### src/rtl/ex_mem_pipe_pkg.sv
// rtl/ex_mem_pipe_pkg.sv - shared core configuration, memory opcodes and EX/MEM entry type
package ex_mem_pipe_pkg;

  localparam int XLEN          = 64;
  localparam int REG_ADDRWIDTH = 5;
  localparam int MEMOP_LEN     = 4;

  localparam logic [XLEN-1:0] PC_RESET_ADDR = 64'h0000_0000_8000_0000;

  typedef enum logic [MEMOP_LEN-1:0] {
    MEMOP_NONE = 4'd0,
    MEMOP_LB   = 4'd1,
    MEMOP_LH   = 4'd2,
    MEMOP_LW   = 4'd3,
    MEMOP_LD   = 4'd4,
    MEMOP_LBU  = 4'd5,
    MEMOP_LHU  = 4'd6,
    MEMOP_LWU  = 4'd7,
    MEMOP_SB   = 4'd8,
    MEMOP_SH   = 4'd9,
    MEMOP_SW   = 4'd10,
    MEMOP_SD   = 4'd11
  } mem_op_e;

  typedef struct packed {
    logic [XLEN-1:0]          pc;
    logic [REG_ADDRWIDTH-1:0] rd_idx;
    logic [XLEN-1:0]          rs2_data;
    logic [MEMOP_LEN-1:0]     mem_op;
    logic [XLEN-1:0]          exc;
    logic                     misalign;
  } entry_t;

  // Access size in bytes; non-memory ops count as byte-sized so they never misalign.
  function automatic logic [3:0] memop_size(input logic [MEMOP_LEN-1:0] op);
    case (op)
      MEMOP_LH, MEMOP_LHU, MEMOP_SH: return 4'd2;
      MEMOP_LW, MEMOP_LWU, MEMOP_SW: return 4'd4;
      MEMOP_LD, MEMOP_SD:            return 4'd8;
      default:                       return 4'd1;
    endcase
  endfunction

  function automatic logic addr_misaligned(input logic [MEMOP_LEN-1:0] op,
                                           input logic [2:0]           addr_lo);
    logic [3:0] mask;
    mask = memop_size(op) - 4'd1;
    return |({1'b0, addr_lo} & mask);
  endfunction

endpackage

### src/rtl/ex_mem_pipe_if.sv
// rtl/ex_mem_pipe_if.sv - execute-side and memory-side handshake bundle of the EX/MEM pipe
interface ex_mem_pipe_if;
  import ex_mem_pipe_pkg::*;

  logic                     in_valid;
  logic                     in_ready;
  logic [XLEN-1:0]          in_pc;
  logic [REG_ADDRWIDTH-1:0] in_rd_idx;
  logic [XLEN-1:0]          in_rs2_data;
  logic [MEMOP_LEN-1:0]     in_mem_op;
  logic [XLEN-1:0]          in_exc;

  logic                     out_valid;
  logic                     out_ready;
  logic [XLEN-1:0]          out_pc;
  logic [REG_ADDRWIDTH-1:0] out_rd_idx;
  logic [XLEN-1:0]          out_rs2_data;
  logic [MEMOP_LEN-1:0]     out_mem_op;
  logic [XLEN-1:0]          out_exc;
  logic                     out_misalign;

  modport master (
    output in_valid, in_pc, in_rd_idx, in_rs2_data, in_mem_op, in_exc, out_ready,
    input  in_ready, out_valid, out_pc, out_rd_idx, out_rs2_data, out_mem_op,
           out_exc, out_misalign
  );

  modport slave (
    input  in_valid, in_pc, in_rd_idx, in_rs2_data, in_mem_op, in_exc, out_ready,
    output in_ready, out_valid, out_pc, out_rd_idx, out_rs2_data, out_mem_op,
           out_exc, out_misalign
  );
endinterface

### src/rtl/pipe_entry_reg.sv
// rtl/pipe_entry_reg.sv - one EX/MEM payload register with load enable
module pipe_entry_reg
  import ex_mem_pipe_pkg::*;
(
  input  logic   clk,
  input  logic   rst,
  input  logic   load,
  input  entry_t d,
  output entry_t q
);

  entry_t entry_d;
  entry_t entry_q;

  always_comb begin
    entry_d = entry_q;
    if (load) entry_d = d;
  end

  always_ff @(posedge clk or negedge rst) begin
    if (!rst) entry_q <= '0;
    else      entry_q <= entry_d;
  end

  assign q = entry_q;

endmodule

### src/rtl/ex_mem_pipe.sv
// rtl/ex_mem_pipe.sv - EX/MEM pipeline register with 2-entry skid buffer and registered in_ready
module ex_mem_pipe
  import ex_mem_pipe_pkg::*;
(
  input  logic clk,
  input  logic rst,
  input  logic flush,
  ex_mem_pipe_if.slave bus
);

  logic   main_valid_d, main_valid_q;
  logic   skid_valid_d, skid_valid_q;
  logic   load_main, load_skid, main_from_skid;
  logic   accept, consume;
  entry_t in_entry, main_src, main_q, skid_q;

  always_comb begin
    in_entry          = '0;
    in_entry.pc       = bus.in_pc;
    in_entry.rd_idx   = bus.in_rd_idx;
    in_entry.rs2_data = bus.in_rs2_data;
    in_entry.mem_op   = bus.in_mem_op;
    in_entry.exc      = bus.in_exc;
    in_entry.misalign = addr_misaligned(bus.in_mem_op, bus.in_exc[2:0]);
  end

  assign accept  = bus.in_valid & ~skid_valid_q;
  assign consume = main_valid_q & bus.out_ready;

  // Skid full implies in_ready=0, so no accept can coincide with a skid refill.
  always_comb begin
    main_valid_d   = main_valid_q;
    skid_valid_d   = skid_valid_q;
    load_main      = 1'b0;
    load_skid      = 1'b0;
    main_from_skid = 1'b0;
    if (flush) begin
      main_valid_d = 1'b0;
      skid_valid_d = 1'b0;
    end else if (skid_valid_q) begin
      if (consume) begin
        load_main      = 1'b1;
        main_from_skid = 1'b1;
        skid_valid_d   = 1'b0;
      end
    end else if (!main_valid_q || consume) begin
      load_main    = accept;
      main_valid_d = accept;
    end else if (accept) begin
      load_skid    = 1'b1;
      skid_valid_d = 1'b1;
    end
  end

  always_ff @(posedge clk or negedge rst) begin
    if (!rst) begin
      main_valid_q <= 1'b0;
      skid_valid_q <= 1'b0;
    end else begin
      main_valid_q <= main_valid_d;
      skid_valid_q <= skid_valid_d;
    end
  end

  assign main_src = main_from_skid ? skid_q : in_entry;

  pipe_entry_reg u_main (
    .clk  (clk),
    .rst  (rst),
    .load (load_main),
    .d    (main_src),
    .q    (main_q)
  );

  pipe_entry_reg u_skid (
    .clk  (clk),
    .rst  (rst),
    .load (load_skid),
    .d    (in_entry),
    .q    (skid_q)
  );

  assign bus.in_ready     = ~skid_valid_q;
  assign bus.out_valid    = main_valid_q;
  assign bus.out_pc       = main_q.pc;
  assign bus.out_rd_idx   = main_q.rd_idx;
  assign bus.out_rs2_data = main_q.rs2_data;
  assign bus.out_mem_op   = main_valid_q ? main_q.mem_op : MEMOP_NONE;
  assign bus.out_exc      = main_q.exc;
  assign bus.out_misalign = main_q.misalign;

endmodule

### src/flat_wrapper.sv
// flat-port wrapper written by rule: the top's interface ports become plain ports
module ex_mem_pipe_flat import ex_mem_pipe_pkg::*;
  (clk, rst, flush, bus_in_valid, bus_in_pc, bus_in_rd_idx, bus_in_rs2_data, bus_in_mem_op, bus_in_exc, bus_out_ready, bus_in_ready, bus_out_valid, bus_out_pc, bus_out_rd_idx, bus_out_rs2_data, bus_out_mem_op, bus_out_exc, bus_out_misalign);
  ex_mem_pipe_if bus_i ();
  input  logic clk;
  input  logic rst;
  input  logic flush;
  input wire logic [$bits(bus_i.in_valid)-1:0] bus_in_valid;
  input wire logic [$bits(bus_i.in_pc)-1:0] bus_in_pc;
  input wire logic [$bits(bus_i.in_rd_idx)-1:0] bus_in_rd_idx;
  input wire logic [$bits(bus_i.in_rs2_data)-1:0] bus_in_rs2_data;
  input wire logic [$bits(bus_i.in_mem_op)-1:0] bus_in_mem_op;
  input wire logic [$bits(bus_i.in_exc)-1:0] bus_in_exc;
  input wire logic [$bits(bus_i.out_ready)-1:0] bus_out_ready;
  output wire logic [$bits(bus_i.in_ready)-1:0] bus_in_ready;
  output wire logic [$bits(bus_i.out_valid)-1:0] bus_out_valid;
  output wire logic [$bits(bus_i.out_pc)-1:0] bus_out_pc;
  output wire logic [$bits(bus_i.out_rd_idx)-1:0] bus_out_rd_idx;
  output wire logic [$bits(bus_i.out_rs2_data)-1:0] bus_out_rs2_data;
  output wire logic [$bits(bus_i.out_mem_op)-1:0] bus_out_mem_op;
  output wire logic [$bits(bus_i.out_exc)-1:0] bus_out_exc;
  output wire logic [$bits(bus_i.out_misalign)-1:0] bus_out_misalign;
  assign bus_i.in_valid = bus_in_valid;
  assign bus_i.in_pc = bus_in_pc;
  assign bus_i.in_rd_idx = bus_in_rd_idx;
  assign bus_i.in_rs2_data = bus_in_rs2_data;
  assign bus_i.in_mem_op = bus_in_mem_op;
  assign bus_i.in_exc = bus_in_exc;
  assign bus_i.out_ready = bus_out_ready;
  assign bus_in_ready = bus_i.in_ready;
  assign bus_out_valid = bus_i.out_valid;
  assign bus_out_pc = bus_i.out_pc;
  assign bus_out_rd_idx = bus_i.out_rd_idx;
  assign bus_out_rs2_data = bus_i.out_rs2_data;
  assign bus_out_mem_op = bus_i.out_mem_op;
  assign bus_out_exc = bus_i.out_exc;
  assign bus_out_misalign = bus_i.out_misalign;
  ex_mem_pipe u_core (.clk(clk), .rst(rst), .flush(flush), .bus(bus_i));
endmodule
### config.mk
export PLATFORM = sky130hd
export DESIGN_NAME = ex_mem_pipe_flat
export DESIGN_NICKNAME = d
export VERILOG_FILES = /design/src/rtl/ex_mem_pipe_pkg.sv /design/src/rtl/ex_mem_pipe_if.sv /design/src/rtl/pipe_entry_reg.sv /design/src/rtl/ex_mem_pipe.sv /design/src/flat_wrapper.sv
export SDC_FILE = /design/constraint.sdc
export NUM_CORES = 1
export LEC_CHECK = 0
export BUFFER_PORTS_ARGS = -buffer_cell sky130_fd_sc_hd__buf_2
export CAP_MARGIN = 20
export CORE_ASPECT_RATIO = 0.7
export CORE_MARGIN = 3
export CORE_UTILIZATION = 25
export DETAILED_ROUTE_END_ITERATION = 8
export HOLD_SLACK_MARGIN = 0.1
export SYNTH_ARGS = -nofsm -noshare
export SYNTH_HDL_FRONTEND = slang
export SYNTH_SLANG_ARGS = --single-unit
### constraint.sdc
create_clock -name clk -period 1.95 [get_ports clk]
set_input_delay 0.195 -clock clk [delete_from_list [all_inputs] [get_ports clk]]
set_output_delay 0.195 -clock clk [all_outputs]
set_load 0.01 [all_outputs]
* Word-level counts from Yosys, hierarchy flattened *
Memories as Yosys holds them, arrays and structs flattened.
Index checks and enable logic that the tools add are counted.

storage, ports and cells
  register bits after elaboration = 406
  bits in read-only memories = 64
  bits of input ports = 206
  word-level logic and storage cells = 44
  memories = 1

operators by class
  $add $sub $neg = 1
  equality and inequality tests = 1
  multiplexer cells = 18
  bitwise logic cells = 4
  reduce and logical (&&, ||, !) cells = 5

memory list
  memory            depth  width  read ports  clocked after Yosys merged registers in  write ports  RTL line               RTL
  (name not given)  16     4      1           0                                        0            ex_mem_pipe_pkg.sv:36  case (op)

operator list
  operator                                                            number
  202-bit 2-to-1 mux                                                  1
  1-bit 2-to-1 mux                                                    16
  3-bit by 4-bit AND with 4-bit output                                1
  4-bit 2-to-1 mux                                                    1
  4-bit OR reduction                                                  1
  4-bit by 1-bit subtractor with 4-bit output, second input constant  1
  1-bit AND                                                           2
  2-bit inequality test, second input constant                        1
  2-bit AND reduction                                                 1
  2-bit nonzero test                                                  1
  1-bit logical NOT                                                   1
  1-bit logical OR                                                    1
  1-bit inverter                                                      1

* Longest topological paths before layout *
Gate-level depths: netlist (run 1).

  depth after elaboration = 6
  depth in mapped cells = 9
  gate-level depth less buffers = 7

* Cells and area by module *
From an unflattened synthesis (run 1), not the netlist that was laid out.

unflattened totals
  cell total of the unflattened synthesis = 1114
  area total of the unflattened synthesis = 17878.4 um^2

by module, submodules not included
  module          instances  cells an instance  area an instance (um^2)  sequential area each (um^2)
  pipe_entry_reg  2          426                7557.2                   5054.8
  ex_mem_pipe     1          262                2763.9                   50.0

* Least setup slack after synthesis (run 1) *
OpenSTA, ideal clock, no wires.

  path type = reg2reg
  start = register u_core.main_valid_q, in the netlist u_core.bus.out_valid
  end = register u_core.u_main.entry_q, in the netlist u_core.u_main.q[0]
  setup time = 0.143 ns
  arrival = 1.653 ns
  setup slack = 0.154 ns
  cell stages (with the launch flop) = 9
  path through = dfrtp_1 -> buf_2 -> nor2b_1 -> or3_1 -> buf_2 -> buf_2 -> buf_2 -> nand3_1 -> o221ai_1

between the ends
  cells in the longest elaborated chain, start to end = 5
  elaborated cells between the ends (all ways) = 10
  those cells by class = 7 x mux; 1 x bitwise; 2 x reduce/logical

RTL lines
  item                                                           RTL line                              RTL
  start: declaration                                             ex_mem_pipe.sv:11                     logic main_valid_d, main_valid_q;
  start signal: assignment                                       ex_mem_pipe.sv:60                     main_valid_q <= main_valid_d;
  1-bit AND / 1-bit logical NOT (equally long branches)          ex_mem_pipe.sv:28, ex_mem_pipe.sv:46
  1-bit 2-to-1 mux / 1-bit logical OR (equally long branches)    ex_mem_pipe.sv:41, ex_mem_pipe.sv:46
  1-bit 2-to-1 mux (on tied branches)                            ex_mem_pipe.sv:40, ex_mem_pipe.sv:46
  1-bit 2-to-1 mux (on tied branches)                            ex_mem_pipe.sv:37, ex_mem_pipe.sv:40
  202-bit 2-to-1 mux / 1-bit 2-to-1 mux (equally long branches)  ex_mem_pipe.sv:65, ex_mem_pipe.sv:37
  end signal: assignment                                         pipe_entry_reg.sv:22                  else entry_q <= entry_d;
  end: declaration                                               pipe_entry_reg.sv:13                  entry_t entry_q;

Several ways; a longest one is shown, not always the timed one.
A chain may end at the register's enable or synchronous reset.

* Worst setup path after layout (run 1) *
  start = register u_core.main_valid_q, in the netlist u_core.bus.out_valid
  end = register u_core.u_main.entry_q, in the netlist u_core.u_main.q[89]

Same word-level chain as after synthesis.

==> impl_metrics.csv, run 1 <==
group,metric,value,unit
sta,tns,0,ns
worst_setup_path,worst-path-buf-inv,1,
yosys,synthFlopType,"dfrtp_1",
layout,seq_area,10200,um^2
drt,ant_nets,0,
worst_setup_path,crit_family,"simple AND/OR/NAND/NOR gates",
worst_setup_path,arrival,2.37,ns
flow_run,maxCapViolCount,0,
power_and_ir_drop,p_leak,10.5,nW
place,dp_hpwl,32900,um
sta,slew_viol_final,0,
worst_setup_path,cp_max_fo,53,
power_and_ir_drop,power.share.clock,34.2,%
floorplan,fp.coreArea,68600,um^2
yosys,synth-seq-cells,406,
floorplan,dieArea,73000,um^2
global_route,grtUsageTotal,13.0,%
clock_network,cts_tree,"done",
power_and_ir_drop,pwr-share-seq,46.7,%
worst_setup_path,critPathKind,"reg -> reg",
worst_setup_path,crit_slowest_cell,"or3_4",
clock_network,cts_root_buf,"clkbuf_16",
worst_setup_path,crit_path_end_kind,"flop",
place,post_dp_cell_area,19400,um^2
clock_network,cts_buffer_depth,3,
yosys,synth.area.top_cells,"dfrtp_1, mux2_2, nor2_1",
drt,drt_iter0_markers,741,
global_route,antenna_found_initial,3,
power_and_ir_drop,power,24.6,mW
layout,n_antenna_cell,0,
global_route,grt_first_pass_wirelength,76100,um
floorplan,die_y,227,um
sta,finalCritPeriodShare,99.4,%
sta,hold_violations,0,
power_and_ir_drop,combPwrFrac,19.1,%
yosys,synth_top_area_share,58.3,%
drt,drt-vias-per-instance,4.47,
sta,skew,0.0123,ns
yosys,syn-cell-area,17400,um^2
sta,rsz0062_at_grt,"false",
layout,fillers,6797,
layout,multi_input_area,5350,um^2
power_and_ir_drop,p_int,17.8,mW
drt,dr_total_vias,13100,
floorplan,start_util,25.4,%
floorplan,num_io_pins,410,
drt,firstDrtPassIters,6,
clock_network,clock_latency,0.56,ns
place,io_buffers,409,
layout,final_core_util,33.9,%
yosys,syn_inst,1534,
status,status,"finished, final reports clean",
place,place_congestion,0.792,
power_and_ir_drop,power.density,1060,nW/um^2
floorplan,die_w,322,um
yosys,synth_top_area_cell,"dfrtp_1",
drt,post-route-drc-count,0,
yosys,avgSynthCellArea,11.4,um^2
layout,nNetsFinal,2205,
yosys,yosys_warnings,0,
global_route,grt_max_degree,106,
layout,stdcell_area,23200,um^2
global_route,grt_overflow,0,
sta,setup_viol,0,
sta,clock.fmax,516,MHz
floorplan,row_count,80,
worst_setup_path,crit_path_start_kind,"flop",
yosys,yosysSeqAreaShare,58.3,%
drt,drt-total-wl,51900,um
hold_path,hold_class,"in -> async",
clock_network,htreeDepth,2,
clock_network,clk_pin_slew,0.06,ns
yosys,synth_edf_count,0,
worst_setup_path,max_stage_delay,0.52,ns
sta,slew_headroom,56.8,%
layout,syn_to_final_growth,33.2,%
layout,drive_gt1_share,38.7,%
yosys,synth_nets,1741,
drt,wire_per_inst,17.7,um
clock_network,cts.sinks,406,
power_and_ir_drop,vdd_ir_drop_max,510,uV
worst_setup_path,path_cells,"nor2b_2 -> or3_4 -> buf_16 -> o22ai_1 -> nor2_1",
global_route,first_global_vias,13900,
power_and_ir_drop,p_sw_share,27.8,%
sta,tightest_slew,0.649,ns
clock_network,cts_buffers,42,
power_and_ir_drop,p_switching,6.85,mW
worst_setup_path,required,2.38,ns
yosys,async_flop_share,100,%
sta,finalCriticalPeriod,1.94,ns
yosys,yosysUniqueCellTypes,27,
timing repair:
| action | 4_1_cts | 5_1_grt |
|---|---|---|
| setup endpoints to repair | 3 | 82 |
| gates resized for setup | 3 | 19 |
| hold buffers | 206 | 0 |
| pin swaps | 0 | 3 |
| buffers inserted | 0 | 1 |
| hold endpoints to repair | 584 | 0 |
| gates cloned | 0 | 11 |
cell type report:
| cell class | instances | area share, % |
|---|---|---|
| clock buffers | 57 | 5.21 |
| inverters | 5 | 0.0809 |
| multi-input cells | 840 | 23.0 |
| well taps | 902 | 4.86 |
| repair buffers | 703 | 22.1 |
| clock inverters | 18 | 0.970 |
| flip-flops and latches | 406 | 43.8 |
Yosys cell counts (3+ instances only):
cell	number
dfrtp_1	406
nor2_1	404
o22ai_1	202
mux2_2	200
buf_4	198
buf_2	43
buf_6	20
buf_1	19
clkbuf_1	7
inv_1	5
a21oi_1	4
and2_1	4
o21ai_0	4
nand2_1	3
cells in the final DEF (no fill, tap or decap), drive strengths merged, types with 4 or more instances in the layout:
cell type and n:
o22ai 202, buf 492, a21oi 4, dlygate4sd3 206, bufinv 5, clkbuf 62
mux2 200, o21ai 4, nor2 404, clkinv 10, dfrtp 406, inv 7
and2 4, nand2 7
state kept, by name (all words and copies together), names as in the netlist:
name	cells
u_core.bus.out_valid	1
u_core.skid_valid_q	1
u_core.u_main.q	202
u_core.u_skid.q	202
kinds of logic after synthesis:
kind of cell,count (synthesis),share of synthesized area (%)
AOI/OAI and AO/OA,214,7.67
adders and majority gates,1,0.0718
and+or+nand+nor,420,9.28
xor gates and xnor gates,1,0.0503
muxes,200,12.9
DFF,406,58.3
buffers and inverters,292,11.7
final timing paths:
| kind | start | end | slack [ns] | cells past startpoint |
|---|---|---|---|---|
| setup / recovery | u_core.bus.out_valid | u_core.u_main.q[89] | 0.01 | 5 |
| hold / removal | rst | u_core.u_main.q[63] | 0.21 | 2 |
| setup reg to reg | u_core.bus.out_valid | u_core.u_main.q[89] | 0.01 | 5 |
| hold reg to reg | u_core.u_main.q[67] | u_core.u_main.q[67] | 0.49 | 2 |
| max in group asynchronous | rst | u_core.bus.out_valid | 0.92 | 3 |
| min in group clk | bus_in_exc[8] | u_core.u_skid.q[9] | 0.42 | 3 |
per-stage QoR:
stage	std cells	setup slack, ns	hold slack, ns
2_1_floorplan	1534	0.154	-0.101
3_3_place_gp	2638	0.129	0.224
3_5_place_dp	2638	0.0593	0.220
4_1_cts	2919	0.0438	0.198
5_1_grt	2931	0.00340	0.229
6_report	2931	0.0113	0.213
power by group through the flow:
stage	logic (mW)	registers, mW	clock network (mW)
floorplan	3.57	11.3	0
global placement	4.13	11.5	0
global route	5.19	11.7	9.05
finish	4.70	11.5	8.44
CTS	4.63	11.5	8.72
detailed placement	4.29	11.6	0
routing by layer:
layer	part of all wire (%)	vias to the layer above	track usage, %
li1	-	6004	-
met1	44	6662	16.5
met2	48	367	22.0
met3	5.3	78	2.94
met4	2.1	2	3.91
met5	0.025	-	0
Note: power is estimated with default switching activity, not from simulation.
==> run 2, diff against run 1 <==
- ABC_AREA: default -> 1
- SKIP_CTS_REPAIR_TIMING: default -> 1
- SLEW_MARGIN: default -> 20
==> run 2 against run 1 <==
Net effect:
- global-route usage rose by 0.15 points
- sequential power barely moved
- critical path depth rose by 7
- synthesized cell count rose by 29%
- flip-flop and latch count did not move
- routed wire length rose by 0.75%
- first-iteration DRC count rose by 37%
- worst setup slack improved by 0.17 ns
- maximum frequency rose by 9.6%
- cell area fell by 0.76%
- largest power group unchanged
==> impl_metrics.csv, run 2 <==
group,metric,value,unit
global_route,grt_max_degree,86,
place,pre_cts_ws,0.166,ns
worst_setup_path,crit_path_start_kind,"primary input",
sta,slew_headroom,61.0,%
layout,final_common_cell,"nand2_1",
floorplan,die_y,229,um
drt,drt_iter0_markers,1014,
drt,dr_total_vias,14300,
layout,drive_gt1_share,23.0,%
worst_setup_path,cp_max_fo,18,
yosys,synth_edf_count,0,
worst_setup_path,max_stage_delay,0.63,ns
clock_network,cts.sinks,406,
power_and_ir_drop,p_leak,11.3,nW
worst_setup_path,arrival,2.21,ns
yosys,async_flop_share,100,%
yosys,yosysUniqueCellTypes,16,
yosys,synth_most_common_cell,"nand2_1",
yosys,synth.area.top_cells,"dfrtp_1, nand2_1, buf_4",
clock_network,cts_tree,"done",
floorplan,die_w,324,um
yosys,synth-seq-cells,406,
power_and_ir_drop,power,24.2,mW
clock_network,cts_buffer_depth,3,
clock_network,clk_pin_slew,0.06,ns
layout,nNetsFinal,2603,
worst_setup_path,crit_family,"buffers and inverters",
drt,wire_per_inst,15.5,um
layout,syn_to_final_growth,30.0,%
floorplan,num_io_pins,410,
sta,slew_viol_final,0,
flow_run,maxCapViolCount,0,
yosys,syn-cell-area,17700,um^2
layout,fillers,7024,
clock_network,cts_root_buf,"clkbuf_16",
worst_setup_path,path_cells,"dlygate4sd3_1 -> buf_2 -> nor2_1 -> nand2_1 -> nor2_1 -> buf_4 -> nor2_2 -> inv_6 -> buf_12 -> buf_4 -> o22ai_1 -> nor2_1",
drt,drt-total-wl,52300,um
power_and_ir_drop,vdd_ir_drop_max,638,uV
sta,finalCriticalPeriod,1.77,ns
yosys,avgSynthCellArea,8.94,um^2
clock_network,htreeDepth,2,
drt,post-route-drc-count,0,
sta,rsz0062_at_grt,"false",
drt,drt-vias-per-instance,4.23,
sta,skew,0.0195,ns
yosys,synth_nets,2189,
yosys,synth_top_cells_by_count,"nand2_1, nor2_1, dfrtp_1",
sta,tns,0,ns
floorplan,fp.coreArea,69200,um^2
status,status,"finished, final reports clean",
yosys,yosysSeqAreaShare,57.4,%
place,io_buffers,409,
clock_network,clock_latency,0.57,ns
worst_setup_path,r2r-start,"u_core.skid_valid_q",
layout,stdcell_count,3377,
worst_setup_path,crit_start,"flush",
power_and_ir_drop,power.density,1050,nW/um^2
place,place_congestion,0.775,
worst_setup_path,required,2.39,ns
hold_path,hold_start,"bus_out_ready",
sta,tightest_slew,0.585,ns
global_route,antenna_found_initial,5,
sta,fin_ws,0.180,ns
floorplan,row_count,80,
worst_setup_path,worst-path-buf-inv,6,
worst_setup_path,crit_path_end_kind,"flop",
global_route,first_global_vias,13100,
floorplan,start_util,25.6,%
sta,finalCritPeriodShare,90.8,%
drt,ant_nets,0,
yosys,synth_top_area_cell,"dfrtp_1",
yosys,synth_top_area_share,57.4,%
worst_setup_path,crit_slowest_cell,"dlygate4sd3_1",
clock_network,cts_buffers,44,
yosys,syn_inst,1982,
worst_setup_path,critical_path.most_common_cell,"nor2_1",
floorplan,dieArea,74100,um^2
yosys,yosys_warnings,0,
place,dp_hpwl,33900,um
sta,setup_viol,0,
global_route,grt_overflow,0,
global_route,grtUsageTotal,13.1,%
sta,clock.fmax,565,MHz
worst_setup_path,critPathKind,"in -> reg",
global_route,grt_first_pass_wirelength,77300,um
hold_path,hold_class,"in -> reg",
place,dpl.cell_count,3089,
sta,hold_violations,0,
drt,firstDrtPassIters,5,
yosys,synthFlopType,"dfrtp_1",
layout,final_cell_mix,"nand2_1, nor2_1, buf_2",
-- run 2: cell count changes after synthesis, moves of 5 or more --
cell,previous run,this run
buf_1,19,0
buf_2,43,58
buf_4,198,222
inv_1,5,16
mux2_2,200,0
nand2_1,3,622
nor2_1,404,409
o22ai_1,202,191
o22ai_2,0,10
-- run 2: logic make-up (layout without fill, tap and decap cells) --
family                   count (synthesis)  after routing  synth area share (%)
AND/OR/NAND/NOR                       1040           1040                  22.2
flip-flops                             406            406                  57.4
buffers and inverters                  327            775                  12.8
AO/OA/AOI/OAI                          208            208                  7.65
adder cells (fa/ha/maj)                  1              1                0.0706
other                                    0              4                     0
-- run 2: worst paths after layout --
| check | end | slack (ns) | cells past startpoint |
|---|---|---|---|
| worst min-delay path | u_core.bus.out_valid | 0.07 | 4 |
| min in group asynchronous | u_core.u_main.q[61] | 0.17 | 2 |
| max in group asynchronous | u_core.u_skid.q[163] | 1.02 | 3 |
| worst max-delay path | u_core.u_main.q[98] | 0.18 | 12 |
| worst max register to register | u_core.u_main.q[98] | 0.22 | 10 |
| worst min register to register | u_core.u_skid.q[75] | 0.47 | 2 |
-- run 2: worst min-delay path, delay by kind of cell --
| family | cells | cell delay (ns) |
|---|---|---|
| simple gates | 1 | 0.05 |
| compound gates | 2 | 0.23 |
| buf+inv | 1 | 0.11 |
-- run 2: power breakdown --
part | internal (mW) | switching (mW) | total [mW]
clock | 4.94 | 3.56 | 8.50
combinational | 1.95 | 2.38 | 4.33
sequential | 10.3 | 1.10 | 11.4
total | 17.2 | 7.04 | 24.2
-- run 2: area by class of cell --
type	instances	area [um^2]	area share [%]
clock buffer	64	1270	5.50
antenna	4	10.0	0.0435
timing repair buffer	675	4840	21.0
clock inverter	16	184	0.798
sequential	406	10200	44.1
inverter	20	97.6	0.424
multi-input combinational	1249	5300	23.0
tap	943	1180	5.12
-- run 2: through the flow --
step / utilization (%) / hold WS (ns) / instance area, um^2
final: 33.3 / 0.0687 / 23000
after global routing: 33.3 / 0.110 / 23000
after CTS: 30.3 / -0.458 / 21000
after detailed placement: 28.2 / 0.183 / 19500
after global placement: 28.2 / 0.186 / 19500
after floorplan: - / -0.101 / 17700
-- run 2: per-layer routing --
layer / wire length (um) / part of all wire, % / global-route usage (%)
met5: 13 / 0.025 / 0
met4: 794 / 1.5 / 3.05
met3: 3440 / 6.6 / 4.13
met2: 23600 / 45 / 19.8
met1: 24500 / 47 / 18.3
==> run 3, diff against run 2 <==
- CORE_UTILIZATION: 25 -> 35
==> run 3 against run 2 <==
Net effect:
- clock-buffer cell count decreased by 3
- clock power shrank 2%
- power down 0.29%
- die area down 28%
- global-route usage is 4.6 points higher
- utilization up 12 points
- final cell count down 8.9%
- via count rose by 2.5%
- non-clock buffer count down 10
- flip-flop and latch count unchanged
- critical path depth fell by 4
- sequential share of layout area up 0.74 points
==> impl_metrics.csv, run 3 (same netlist as run 2, synthesis figures left out) <==
group,metric,value,unit
floorplan,start_util,35.6,%
layout,multi_input_area,5310,um^2
place,place_congestion,0.807,
layout,stdcell_count,3078,
power_and_ir_drop,power.density,1070,nW/um^2
sta,setup_viol,0,
global_route,first_global_vias,13800,
drt,ant_nets,0,
worst_setup_path,critPathKind,"reg -> reg",
sta,rsz0062_at_grt,"false",
global_route,grt_overflow,0,
layout,syn_to_final_growth,27.9,%
worst_setup_path,crit_path_end_kind,"flop",
clock_network,cts_root_buf,"clkbuf_16",
place,post_dp_cell_area,19100,um^2
worst_setup_path,crit_path_start_kind,"flop",
drt,dr_total_vias,14600,
sta,tightest_slew,0.542,ns
sta,clock.fmax,555,MHz
layout,seq_area,10200,um^2
clock_network,htreeDepth,2,
power_and_ir_drop,p_leak,11.3,nW
drt,post-route-drc-count,0,
global_route,grtUsageTotal,17.7,%
place,io_buffers,409,
worst_setup_path,arrival,2.26,ns
drt,wire_per_inst,16.4,um
worst_setup_path,critical_path.most_common_cell,"buf_12",
layout,final_common_cell,"nand2_1",
global_route,grt_max_degree,70,
floorplan,fp.coreArea,49700,um^2
sta,hold_violations,0,
worst_setup_path,crit_family,"simple AND/OR/NAND/NOR gates",
clock_network,cts_buffers,42,
sta,finalCriticalPeriod,1.80,ns
clock_network,cts.sinks,406,
layout,stdcell_area,22700,um^2
worst_setup_path,path_cells,"nand3_1 -> nor2_4 -> nor2_2 -> inv_6 -> buf_12 -> buf_12 -> o22ai_1 -> nor2_1",
drt,drt_iter0_markers,1139,
clock_network,cts_buffer_depth,3,
clock_network,clk_pin_slew,0.06,ns
drt,firstDrtPassIters,7,
worst_setup_path,cp_max_fo,17,
hold_path,hold_class,"in -> reg",
drt,drt-vias-per-instance,4.75,
layout,final_core_util,45.6,%
sta,skew,0.0107,ns
drt,drt-total-wl,50400,um
floorplan,dieArea,53400,um^2
status,status,"finished, final reports clean",
flow_run,maxCapViolCount,0,
layout,final_cell_mix,"nand2_1, nor2_1, buf_2",
worst_setup_path,worst-path-buf-inv,3,
clock_network,clock_latency,0.55,ns
worst_setup_path,required,2.41,ns
floorplan,die_y,194,um
floorplan,row_count,68,
layout,drive_gt1_share,22.6,%
floorplan,die_w,275,um
clock_network,cts_tree,"done",
sta,slew_headroom,63.8,%
worst_setup_path,crit_slowest_cell,"dfrtp_1",
global_route,antenna_found_initial,1,
floorplan,num_io_pins,410,
place,dp_hpwl,31900,um
layout,fillers,4715,
global_route,grt_first_pass_wirelength,77000,um
sta,finalCritPeriodShare,92.4,%
sta,slew_viol_final,0,
power_and_ir_drop,vdd_ir_drop_max,638,uV
sta,hold_ws,0.139,ns
worst_setup_path,max_stage_delay,0.47,ns
place,dpl.cell_count,2800,
layout,nNetsFinal,2591,
[run 3: per-layer routing]
layer,global-route usage [%],routed length (um)
met5,0,0
met3,4.85,3540
met1,24.8,22200
met4,4.98,905
met2,27.1,23800
[run 3: path summary, 6_finish.rpt]
path	startpoint	depth (start not counted)	slack, ns	end
setup / recovery	u_core.bus.out_valid	8	0.15	u_core.u_main.q[181]
hold / removal	bus_in_valid	5	0.14	u_core.u_main.q[0]
setup reg to reg	u_core.bus.out_valid	8	0.15	u_core.u_main.q[181]
hold reg to reg	u_core.u_skid.q[133]	2	0.47	u_core.u_skid.q[133]
max in group asynchronous	rst	3	0.98	u_core.u_skid.q[186]
min in group asynchronous	rst	2	0.18	u_core.u_main.q[80]
[run 3: worst min-delay path, cell delays in order]
cell and delay, ns:
buf_2 0.11, nand2_1 0.16, nor2_4 0.07, nand2_1 0.06, nand2_1 0.04
[run 3: area by class of cell]
| type | count | share of cell area (%) |
|---|---|---|
| flip-flops and latches | 406 | 44.8 |
| multi-input cells | 1249 | 23.4 |
| repair buffers | 665 | 21.3 |
| clock buffers | 61 | 5.59 |
| well taps | 665 | 3.67 |
| clock inverters | 11 | 0.746 |
| inverters | 20 | 0.420 |
| diodes | 1 | 0.0110 |
[run 3: per-stage QoR]
| step | TNS (ns) | worst slack, ns | power (mW) |
|---|---|---|---|
| floorplan | 0 | 0.510 | 14.5 |
| global placement | 0 | 0.0678 | 15.4 |
| detailed placement | 0 | 0.00350 | 15.6 |
| CTS | -0.0220 | -0.0142 | 24.1 |
| global route | 0 | 0.0114 | 25.5 |
| finish | 0 | 0.148 | 24.1 |
[run 3: report_power, final]
| group | switching (mW) | internal [mW] | total [mW] |
|---|---|---|---|
| sequential | 1.12 | 10.3 | 11.4 |
| clock | 3.34 | 5.04 | 8.37 |
| combinational | 2.42 | 1.95 | 4.37 |
